===== src/rtl/mem_ctrl_if.sv =====
// Requester and RAM-side bus of the byte-serial memory controller.
// Ports: LSB load/store, IF word fetch, 8-bit RAM/IO port.
// slave = controller side; master = requesters plus RAM.
interface mem_ctrl_if #(
    parameter int ADDR_W = 32
);
    logic              lsb_enable;
    logic [2:0]        lsb_size;
    logic [ADDR_W-1:0] lsb_addr;
    logic [31:0]       lsb_wdata;
    logic              lsb_wr_tag;
    logic              lsb_success;
    logic [31:0]       lsb_rdata;

    logic              if_enable;
    logic [ADDR_W-1:0] if_addr;
    logic              if_success;
    logic [31:0]       if_rdata;

    logic [7:0]        mem_din;
    logic [7:0]        mem_dout;
    logic [ADDR_W-1:0] mem_a;
    logic              mem_wr;

    modport slave (
        input  lsb_enable, lsb_size, lsb_addr,
        input  lsb_wdata, lsb_wr_tag,
        output lsb_success, lsb_rdata,
        input  if_enable, if_addr,
        output if_success, if_rdata,
        input  mem_din,
        output mem_dout, mem_a, mem_wr
    );

    modport master (
        output lsb_enable, lsb_size, lsb_addr,
        output lsb_wdata, lsb_wr_tag,
        input  lsb_success, lsb_rdata,
        output if_enable, if_addr,
        input  if_success, if_rdata,
        output mem_din,
        input  mem_dout, mem_a, mem_wr
    );
endinterface


===== src/rtl/mem_ctrl.sv =====
// Byte-serial memory controller: arbitrates LSB and IF onto one 8-bit port.
// Ports: clk, rst (async active-low), rdy, jump_flag, io_buffer_full, bus.
// Optional macro IO_FULL_STALL_EN holds IO write beats while the UART is full.
module mem_ctrl #(
    parameter int         ADDR_W = 32,
    parameter logic [1:0] IO_HI  = 2'b11
) (
    input  logic       clk,
    input  logic       rst,
    input  logic       rdy,
    input  logic       jump_flag,
    input  logic       io_buffer_full,
    mem_ctrl_if.slave  bus
);
    typedef enum logic [1:0] {
        S_IDLE,
        S_READ,
        S_WRITE,
        S_DONE
    } state_t;

    state_t            r_state;
    state_t            w_state_nxt;
    logic              r_own_if;
    logic [ADDR_W-1:0] r_addr;
    logic [2:0]        r_len;
    logic [2:0]        r_cnt;
    logic [31:0]       r_wdata;
    logic [31:0]       r_rdata;
    logic              r_cap_v;
    logic [1:0]        r_cap_k;

    logic              w_acc_lsb;
    logic              w_acc_if;
    logic [ADDR_W-1:0] w_beat_a;
    logic              w_rd_issue;
    logic              w_rd_step;
    logic              w_abort;
    logic              w_io_stall;
    logic              w_wr_beat;
    logic [2:0]        w_lsb_len;

    assign w_acc_lsb = rdy && (r_state == S_IDLE) && bus.lsb_enable;
    assign w_acc_if  = rdy && (r_state == S_IDLE) && !bus.lsb_enable
                       && bus.if_enable && !jump_flag;

    assign w_beat_a   = r_addr + ADDR_W'(r_cnt);
    assign w_rd_issue = (r_state == S_READ) && (r_cnt < r_len);
    // A flush only kills instruction fetches; LSB ops always complete.
    assign w_abort    = rdy && jump_flag && (r_state == S_READ) && r_own_if;
    assign w_rd_step  = w_rd_issue && rdy && !w_abort;

`ifdef IO_FULL_STALL_EN
    assign w_io_stall = (r_state == S_WRITE)
                        && (w_beat_a[17:16] == IO_HI)
                        && io_buffer_full;
`else
    // UART back-pressure is not honoured in this build.
    assign w_io_stall = 1'b0 & io_buffer_full;
`endif

    assign w_wr_beat = (r_state == S_WRITE) && rdy && !w_io_stall;

    always_comb begin
        w_lsb_len = 3'd1;
        unique case (1'b1)
            bus.lsb_size[2]: w_lsb_len = 3'd4;
            bus.lsb_size[1]: w_lsb_len = 3'd2;
            default:         w_lsb_len = 3'd1;
        endcase
    end

    always_ff @(posedge clk or negedge rst) begin
        if (!rst) begin
            r_state <= S_IDLE;
        end else begin
            r_state <= w_state_nxt;
        end
    end

    always_comb begin
        w_state_nxt     = r_state;
        bus.mem_a       = '0;
        bus.mem_dout    = 8'h00;
        bus.mem_wr      = 1'b0;
        bus.lsb_success = 1'b0;
        bus.if_success  = 1'b0;
        bus.lsb_rdata   = r_rdata;
        bus.if_rdata    = r_rdata;
        unique case (r_state)
            S_IDLE: begin
                if (w_acc_lsb) begin
                    w_state_nxt = bus.lsb_wr_tag ? S_WRITE : S_READ;
                end else if (w_acc_if) begin
                    w_state_nxt = S_READ;
                end
            end
            S_READ: begin
                if (w_rd_issue) begin
                    bus.mem_a = w_beat_a;
                end
                // Count == len is the extra cycle that captures the last byte.
                if (w_abort) begin
                    w_state_nxt = S_IDLE;
                end else if (rdy && (r_cnt == r_len)) begin
                    w_state_nxt = S_DONE;
                end
            end
            S_WRITE: begin
                bus.mem_a    = w_beat_a;
                bus.mem_dout = r_wdata[{r_cnt[1:0], 3'b000} +: 8];
                bus.mem_wr   = w_wr_beat;
                if (w_wr_beat && (r_cnt == r_len - 3'd1)) begin
                    w_state_nxt = S_DONE;
                end
            end
            S_DONE: begin
                bus.lsb_success = rdy && !r_own_if;
                bus.if_success  = rdy && r_own_if;
                if (rdy) begin
                    w_state_nxt = S_IDLE;
                end
            end
            default: w_state_nxt = S_IDLE;
        endcase
    end

    always_ff @(posedge clk or negedge rst) begin
        if (!rst) begin
            r_own_if <= 1'b0;
            r_addr   <= '0;
            r_len    <= 3'd0;
            r_cnt    <= 3'd0;
            r_wdata  <= 32'h0;
            r_rdata  <= 32'h0;
            r_cap_v  <= 1'b0;
            r_cap_k  <= 2'd0;
        end else begin
            // mem_din always answers last cycle's address, stalled or not,
            // so capture tracking runs even while rdy is low.
            r_cap_v <= w_rd_issue && !w_abort;
            r_cap_k <= r_cnt[1:0];
            if (r_cap_v) begin
                r_rdata[{r_cap_k, 3'b000} +: 8] <= bus.mem_din;
            end
            if (w_rd_step || w_wr_beat) begin
                r_cnt <= r_cnt + 3'd1;
            end
            if (w_acc_lsb) begin
                r_own_if <= 1'b0;
                r_addr   <= bus.lsb_addr;
                r_len    <= w_lsb_len;
                r_wdata  <= bus.lsb_wdata;
                r_rdata  <= 32'h0;
                r_cnt    <= 3'd0;
            end else if (w_acc_if) begin
                r_own_if <= 1'b1;
                r_addr   <= bus.if_addr;
                r_len    <= 3'd4;
                r_rdata  <= 32'h0;
                r_cnt    <= 3'd0;
            end
        end
    end
endmodule


===== src/flat_wrapper.sv =====
// flat-port wrapper written by rule: the top's interface ports become plain ports
module mem_ctrl_flat 
#(
    parameter int         ADDR_W = 32,
    parameter logic [1:0] IO_HI  = 2'b11
)
  (clk, rst, rdy, jump_flag, io_buffer_full, bus_lsb_enable, bus_lsb_size, bus_lsb_addr, bus_lsb_wdata, bus_lsb_wr_tag, bus_lsb_success, bus_lsb_rdata, bus_if_enable, bus_if_addr, bus_if_success, bus_if_rdata, bus_mem_din, bus_mem_dout, bus_mem_a, bus_mem_wr);
  mem_ctrl_if #(.ADDR_W(ADDR_W)) bus_i ();
  input  logic clk;
  input  logic rst;
  input  logic rdy;
  input  logic jump_flag;
  input  logic io_buffer_full;
  input wire logic [$bits(bus_i.lsb_enable)-1:0] bus_lsb_enable;
  input wire logic [$bits(bus_i.lsb_size)-1:0] bus_lsb_size;
  input wire logic [$bits(bus_i.lsb_addr)-1:0] bus_lsb_addr;
  input wire logic [$bits(bus_i.lsb_wdata)-1:0] bus_lsb_wdata;
  input wire logic [$bits(bus_i.lsb_wr_tag)-1:0] bus_lsb_wr_tag;
  output wire logic [$bits(bus_i.lsb_success)-1:0] bus_lsb_success;
  output wire logic [$bits(bus_i.lsb_rdata)-1:0] bus_lsb_rdata;
  input wire logic [$bits(bus_i.if_enable)-1:0] bus_if_enable;
  input wire logic [$bits(bus_i.if_addr)-1:0] bus_if_addr;
  output wire logic [$bits(bus_i.if_success)-1:0] bus_if_success;
  output wire logic [$bits(bus_i.if_rdata)-1:0] bus_if_rdata;
  input wire logic [$bits(bus_i.mem_din)-1:0] bus_mem_din;
  output wire logic [$bits(bus_i.mem_dout)-1:0] bus_mem_dout;
  output wire logic [$bits(bus_i.mem_a)-1:0] bus_mem_a;
  output wire logic [$bits(bus_i.mem_wr)-1:0] bus_mem_wr;
  assign bus_i.lsb_enable = bus_lsb_enable;
  assign bus_i.lsb_size = bus_lsb_size;
  assign bus_i.lsb_addr = bus_lsb_addr;
  assign bus_i.lsb_wdata = bus_lsb_wdata;
  assign bus_i.lsb_wr_tag = bus_lsb_wr_tag;
  assign bus_lsb_success = bus_i.lsb_success;
  assign bus_lsb_rdata = bus_i.lsb_rdata;
  assign bus_i.if_enable = bus_if_enable;
  assign bus_i.if_addr = bus_if_addr;
  assign bus_if_success = bus_i.if_success;
  assign bus_if_rdata = bus_i.if_rdata;
  assign bus_i.mem_din = bus_mem_din;
  assign bus_mem_dout = bus_i.mem_dout;
  assign bus_mem_a = bus_i.mem_a;
  assign bus_mem_wr = bus_i.mem_wr;
  mem_ctrl #(.ADDR_W(ADDR_W), .IO_HI(IO_HI)) u_core (.clk(clk), .rst(rst), .rdy(rdy), .jump_flag(jump_flag), .io_buffer_full(io_buffer_full), .bus(bus_i));
endmodule

===== config.mk =====
export PLATFORM = sky130hd
export DESIGN_NAME = mem_ctrl_flat
export DESIGN_NICKNAME = d
export VERILOG_FILES = /design/src/rtl/mem_ctrl_if.sv /design/src/rtl/mem_ctrl.sv /design/src/flat_wrapper.sv
export SDC_FILE = /design/constraint.sdc
export NUM_CORES = 1
export LEC_CHECK = 0
export ABC_AREA = 1
export ABC_CLOCK_PERIOD_IN_PS = 3250
export CAP_MARGIN = 40
export CORE_AREA = 2 2 123 125
export CTS_CLUSTER_SIZE = 24
export DETAILED_ROUTE_END_ITERATION = 6
export DIE_AREA = 0 0 125 127
export PLACE_DENSITY_LB_ADDON = 0.08
export SYNTH_ARGS = -nofsm -noshare
export SYNTH_HDL_FRONTEND = slang
export SYNTH_SLANG_ARGS = --single-unit

===== constraint.sdc =====
create_clock -name clk -period 3.25 [get_ports clk]
set_input_delay 0.325 -clock clk [delete_from_list [all_inputs] [get_ports clk]]
set_output_delay 0.325 -clock clk [all_outputs]
set_load 0.1 [all_outputs]

==> flow_summary.ini, run 1 <==
[run_status]
status = complete, no violations

[placed_design]
port_buffers = 219
gp_congestion = 0.902
dp_hpwl_um = 16800
placed_cell_area_sq_um = 10100

[setup_path]
worstSetupPathType = reg2out
crit_path_end_kind = output pin
crit_path_frequent_cell = inv_1
path_buf_inv = 3
start_kind = flop
crit_fanout = 11
slowest_delay_ps = 580
worstPathCellList = inv_1 > fa_1 > o21ai_4 > nand2_1 > inv_1 > nor2_1 > nor3b_2 > buf_12
cp.arrival_ps = 2710
crit_path_top_delay_cell = fa_1
cp_top_family = buffers and inverters
cp_data_required_time_ps = 2920

[synthesis]
async_reset_ff_share_pct = 100
netlist_instances = 962
ys_ff_latch = 108
postSynthAreaPerCell_sq_um = 6.93
synth_cell_types = 34
synthFlopType = dfrtp_1
synth_edf_count = 0
synth_nets = 1095
syn_area_sq_um = 6670
ys_warn_count = 0
ys_seq_area_share_pct = 40.5

[sta]
tightest_slew_ps = 750
min_period_ps = 3030
rsz0062_at_grt = no
hold_viol_final = 0
fin_skew_ps = 6.13
finalSetupViolations = 0
max_freq_mhz = 330
slew_headroom_pct = 49.6
fin_crit_sh_pct = 93.3
hold_ws_ps = 460
final_max_slew_viol_count = 0

[die]
start_util_pct = 46.2
die_area_sq_um = 15900
die_w_um = 125
io_pins = 222
core_region_area_sq_um = 14400
fp.dieH_um = 127
rows = 44

[cells_and_area]
nets = 1333
nFillCells = 1145
drive_gt1_share_pct = 14.1
design_area_sq_um = 10400
postLayoutCoreUtil_pct = 72.0
antenna_cells = 0
final_cell_mix = 327 x nand2_1, 176 x nor2_1, 175 x clkdlybuf4s50_1, 108 x dfrtp_1, 70 x inv_1
area.growth.synth_to_final_pct = 55.8
final_common_cell = nand2_1

[global_routing]
overflow = 0
grtUsageTotal_pct = 27.6
grt_pass1_wl_um = 34900
grt_start_max_net_pins = 74
grt_pass1_vias = 6806
antenna_found_initial = 0

[cts]
clockRootBuffer = clkbuf_16
cts_buffers = 9
htreeDepth = 3
cts_tree = done
clk_latency_ps = 360
cts.clk_slew.worst_paths_ps = 80
clock_path_buffers = 2
clock-sinks = 108

[routing]
viasPerCell = 5.04
dr.pass1.iters = 6
ant_nets = 0
drt_wl_total_um = 21700
drtIter0Drc = 543
wire_per_inst_um = 15.6
vias = 7001
drc = 0

[min_path]
hp-class = reg2reg

[power_and_ir_drop]
vdd.ir_drop.worst_uv = 508
leakage_nw = 4.88
finalPower_mw = 12.0
p_per_area_nw_per_um2 = 1150

[job]
maxCapViolCount = 0
-- Yosys cell counts, types with 2 or more instances --
cell type	number	area (sq um)
nor3_1	18	90.1
xor2_1	2	17.5
a31oi_1	33	206
clkinv_1	3	11.3
a21oi_1	21	105
nand4_1	4	25.0
clkbuf_1	10	37.5
inv_1	70	263
nand3_1	26	130
ha_1	17	213
buf_4	33	248
nor3b_1	7	52.6
nor2_2	5	31.3
nand2_1	328	1230
o21ai_4	2	32.5
o21ai_0	29	145
nor2_1	190	713
nand3b_1	3	22.5
dfrtp_1	108	2700
nand2_2	3	18.8
a22oi_1	16	120
buf_6	5	56.3
nand3_2	2	20.0
buf_2	17	85.1
-- final timing paths --
check,startpoint,slack (ps),depth (start not counted),to
setup / recovery,u_core.r_cnt[1]$_DFFE_PN0P_,220,8,bus_mem_a[8]
hold / removal,u_core.r_cnt[0]$_DFFE_PN0P_,460,0,u_core.r_cap_k[0]$_DFF_PN0_
setup reg to reg,u_core.r_state[0]$_DFFE_PN0P_,690,8,u_core.r_cnt[1]$_DFFE_PN0P_
hold reg to reg,u_core.r_cnt[0]$_DFFE_PN0P_,460,0,u_core.r_cap_k[0]$_DFF_PN0_
max in group asynchronous,rst,1990,3,u_core.r_addr[3]$_DFFE_PN0N_
min in group asynchronous,rst,480,2,u_core.bus.if_rdata[27]$_DFFE_PN0P_
-- through the flow --
step / std cells / setup TNS [ps] / setup slack (ps)
2_1_floorplan: 962 / -5950 / -894
3_3_place_gp: 1308 / 0 / 338
3_5_place_dp: 1372 / 0 / 313
4_1_cts: 1389 / 0 / 182
5_1_grt: 1389 / 0 / 6.13
6_report: 1389 / 0 / 217
-- kinds of logic (layout without fill, tap and decap cells) --
group,Yosys count,count (layout),synth area share (%)
fa+ha+maj,18,18,3.49
buf+inv,141,384,10.8
compound gates,103,103,9.38
simple gates,590,590,35.5
xor+xnor,2,2,0.263
flops,108,108,40.5
-- per-layer routing --
metal / wire length, um / track usage [%]
met5: 0 / 0
met1: 9060 / 35.8
met3: 1280 / 4.86
met4: 731 / 10.7
met2: 10600 / 46.4
-- power by group --
group          internal (mW)  leakage, nW  switching [mW]  total (mW)
combinational           2.73         3.38            5.58        8.31
clock                  0.620        0.153           0.561        1.18
sequential              1.89         1.34           0.585        2.48
-- worst register-to-register path, cell delays in order (launching register included) --
cell and delay, ps:
dfrtp_1 430, inv_1 140, ha_1 240, nand3_2 350, nand2_2 260, buf_4 420, inv_1 330, nand3_1 160
o21ai_0 80
-- registers in the layout (all words and copies together) (netlist names) --
register             count
u_core.bus.if_rdata     32
u_core.r_addr           32
u_core.r_wdata          32
u_core.r_cnt             3
u_core.r_len             3
u_core.r_cap_k           2
u_core.r_state           2
u_core.r_cap_v           1
u_core.r_own_if          1
-- layout make-up --
| cell class | count | area, sq um | share of cell area (%) |
|---|---|---|---|
| Timing Repair Buffer | 294 | 3550 | 34.2 |
| Inverter | 74 | 280 | 2.70 |
| Multi-Input combinational cell | 713 | 3300 | 31.8 |
| Sequential cell | 108 | 2700 | 26.0 |
| Tap cell | 184 | 230 | 2.22 |
| Clock buffer | 9 | 225 | 2.17 |
| Clock inverter | 7 | 93.8 | 0.904 |
-- repair_timing --
item,4_1_cts,5_1_grt
hold endpoints to repair,35,0
setup buffers,0,0
hold buffers,1,0
endpoints found under the setup margin,18,2
resized for setup,1,1
Note: power is estimated with default switching activity, not from simulation.
==> inputs of run 2 (changes only) <==
Settings changed: MAX_ROUTING_LAYER set to met4.
==> run 2 against run 1 <==
Register-to-register slack is essentially flat. Wire length grew 1.3%. Highest routed layer unchanged. Die area is the same. Critical endpoint is now bus_mem_a[28]. Clock skew is essentially flat. Via count grew 1.5%. Largest cell class unchanged. Sequential share of layout area grew 0.063 points. First-iteration DRC count shrank 6.8%. Hold slack lost 440 ps. Sequential power is essentially flat. Maximum frequency grew 0.20%. Design area shrank 0.24%.
==> flow_summary.ini, run 2 (synthesis results as in run 1) <==
[run_status]
status = complete, no violations

[setup_path]
crit_fanout = 11
crit_path_top_delay_cell = fa_1
slowest_delay_ps = 580
crit_path_end_kind = output pin
cp.arrival_ps = 2700
crit_path_frequent_cell = nand2_1
worstSetupPathType = reg2out
start_kind = flop
cp_data_required_time_ps = 2920
worstPathCellList = inv_1 > fa_1 > o21ai_4 > inv_1 > nor2_1 > nand2_1 > nand2_1 > nand2_1 > nor2_2 > buf_12
ff2ff_setup_slack_ps = 690

[global_routing]
overflow = 0
antenna_found_initial = 0
grt_pass1_wl_um = 36100
grt_pass1_vias = 7164
grtUsageTotal_pct = 29.0
grt_start_max_net_pins = 56

[routing]
wire_per_inst_um = 15.8
viasPerCell = 5.12
drtIter0Drc = 506
ant_nets = 0
drt_wl_total_um = 22000
drc = 0
dr.pass1.iters = 5
vias = 7108

[placed_design]
gp_congestion = 0.929
placed_cell_area_sq_um = 10100
port_buffers = 219
dp_hpwl_um = 17000

[cts]
cts_buffers = 9
cts.clk_slew.worst_paths_ps = 80
clk_latency_ps = 360
clockRootBuffer = clkbuf_16
cts_tree = done
cts_setup_buffers = 0
clock-sinks = 108
clock_path_buffers = 2
htreeDepth = 3

[sta]
rsz0062_at_grt = no
finalSetupViolations = 0
hold_viol_final = 0
hold_ws_ps = 15.5
min_period_ps = 3030
fin_crit_sh_pct = 93.1
tightest_slew_ps = 755
fin_skew_ps = 6.54
slew_headroom_pct = 49.7
max_freq_mhz = 330
final_max_slew_viol_count = 0

[die]
die_area_sq_um = 15900
fp.dieH_um = 127
io_pins = 222
rows = 44
core_region_area_sq_um = 14400
start_util_pct = 46.2
die_w_um = 125

[cells_and_area]
drive_gt1_share_pct = 14.1
final_cell_mix = 327 x nand2_1, 176 x nor2_1, 175 x clkdlybuf4s50_1, 108 x dfrtp_1, 70 x inv_1
seqCellArea_sq_um = 2700
final_common_cell = nand2_1
antenna_cells = 0
area.growth.synth_to_final_pct = 55.4
nets = 1332
design_area_sq_um = 10400
multi_input_area_sq_um = 3300
nFillCells = 1096
postLayoutCoreUtil_pct = 71.8

[power_and_ir_drop]
finalPower_mw = 11.9
vdd.ir_drop.worst_uv = 767
p_per_area_nw_per_um2 = 1150
leakage_nw = 4.87

[job]
maxCapViolCount = 0

[min_path]
hp-class = in2async
[run 2: final timing paths]
kind	end	start	cells after the start
hold reg to reg	u_core.r_cap_k[0]$_DFF_PN0_	u_core.r_cnt[0]$_DFFE_PN0P_	0
setup reg to reg	u_core.r_cnt[1]$_DFFE_PN0P_	u_core.r_state[0]$_DFFE_PN0P_	8
min in group clk	u_core.r_cap_k[0]$_DFF_PN0_	u_core.r_cnt[0]$_DFFE_PN0P_	0
setup / recovery	bus_mem_a[28]	u_core.r_cnt[1]$_DFFE_PN0P_	10
hold / removal	u_core.bus.if_rdata[27]$_DFFE_PN0P_	rst	1
max in group asynchronous	u_core.r_addr[30]$_DFFE_PN0N_	rst	2
[run 2: layer usage]
metal / wire [um] / track usage (%) / share of wire, % / vias up
li1: - / - / - / 3479
met5: 0 / - / 0 / -
met2: 10800 / 48.1 / 49 / 294
met4: 656 / 10.5 / 3.0 / 0
met3: 1200 / 4.36 / 5.5 / 53
met1: 9290 / 36.4 / 42 / 3282
[run 2: power breakdown]
group	internal (mW)	total (mW)	switching (mW)
Combinational	2.73	8.32	5.58
Sequential	1.89	2.49	0.596
Clock	0.549	1.13	0.580
Total	5.17	11.9	6.76
[run 2: critical path: cells and delay by family (launching register included)]
| kind | cells | cell delay (ps) |
|---|---|---|
| AO/OA/AOI/OAI | 1 | 280 |
| adder cells (fa/ha/maj) | 1 | 580 |
| buffers and inverters | 3 | 560 |
| flip-flops | 1 | 430 |
| AND/OR/NAND/NOR | 5 | 500 |
[run 2: what timing repair did]
item                       in CTS  in global routing
gates resized for setup         1                  0
hold buffers                    0                  0
setup endpoints to repair      18                  0
[run 2: final cells by class]
cell class	instances	area share, %
timing repair buffer	293	34.2
multi-input combinational	713	31.8
sequential	108	26.1
inverter	74	2.69
tap	184	2.22
clock buffer	9	2.17
clock inverter	7	0.773
[run 2: stage by stage]
step	cells	worst slack, ps	setup TNS, ps
global placement	1308	310	0
floorplan	962	-894	-5950
detailed placement	1372	323	0
finish	1388	223	0
CTS	1388	207	0
global route	1388	10.8	0
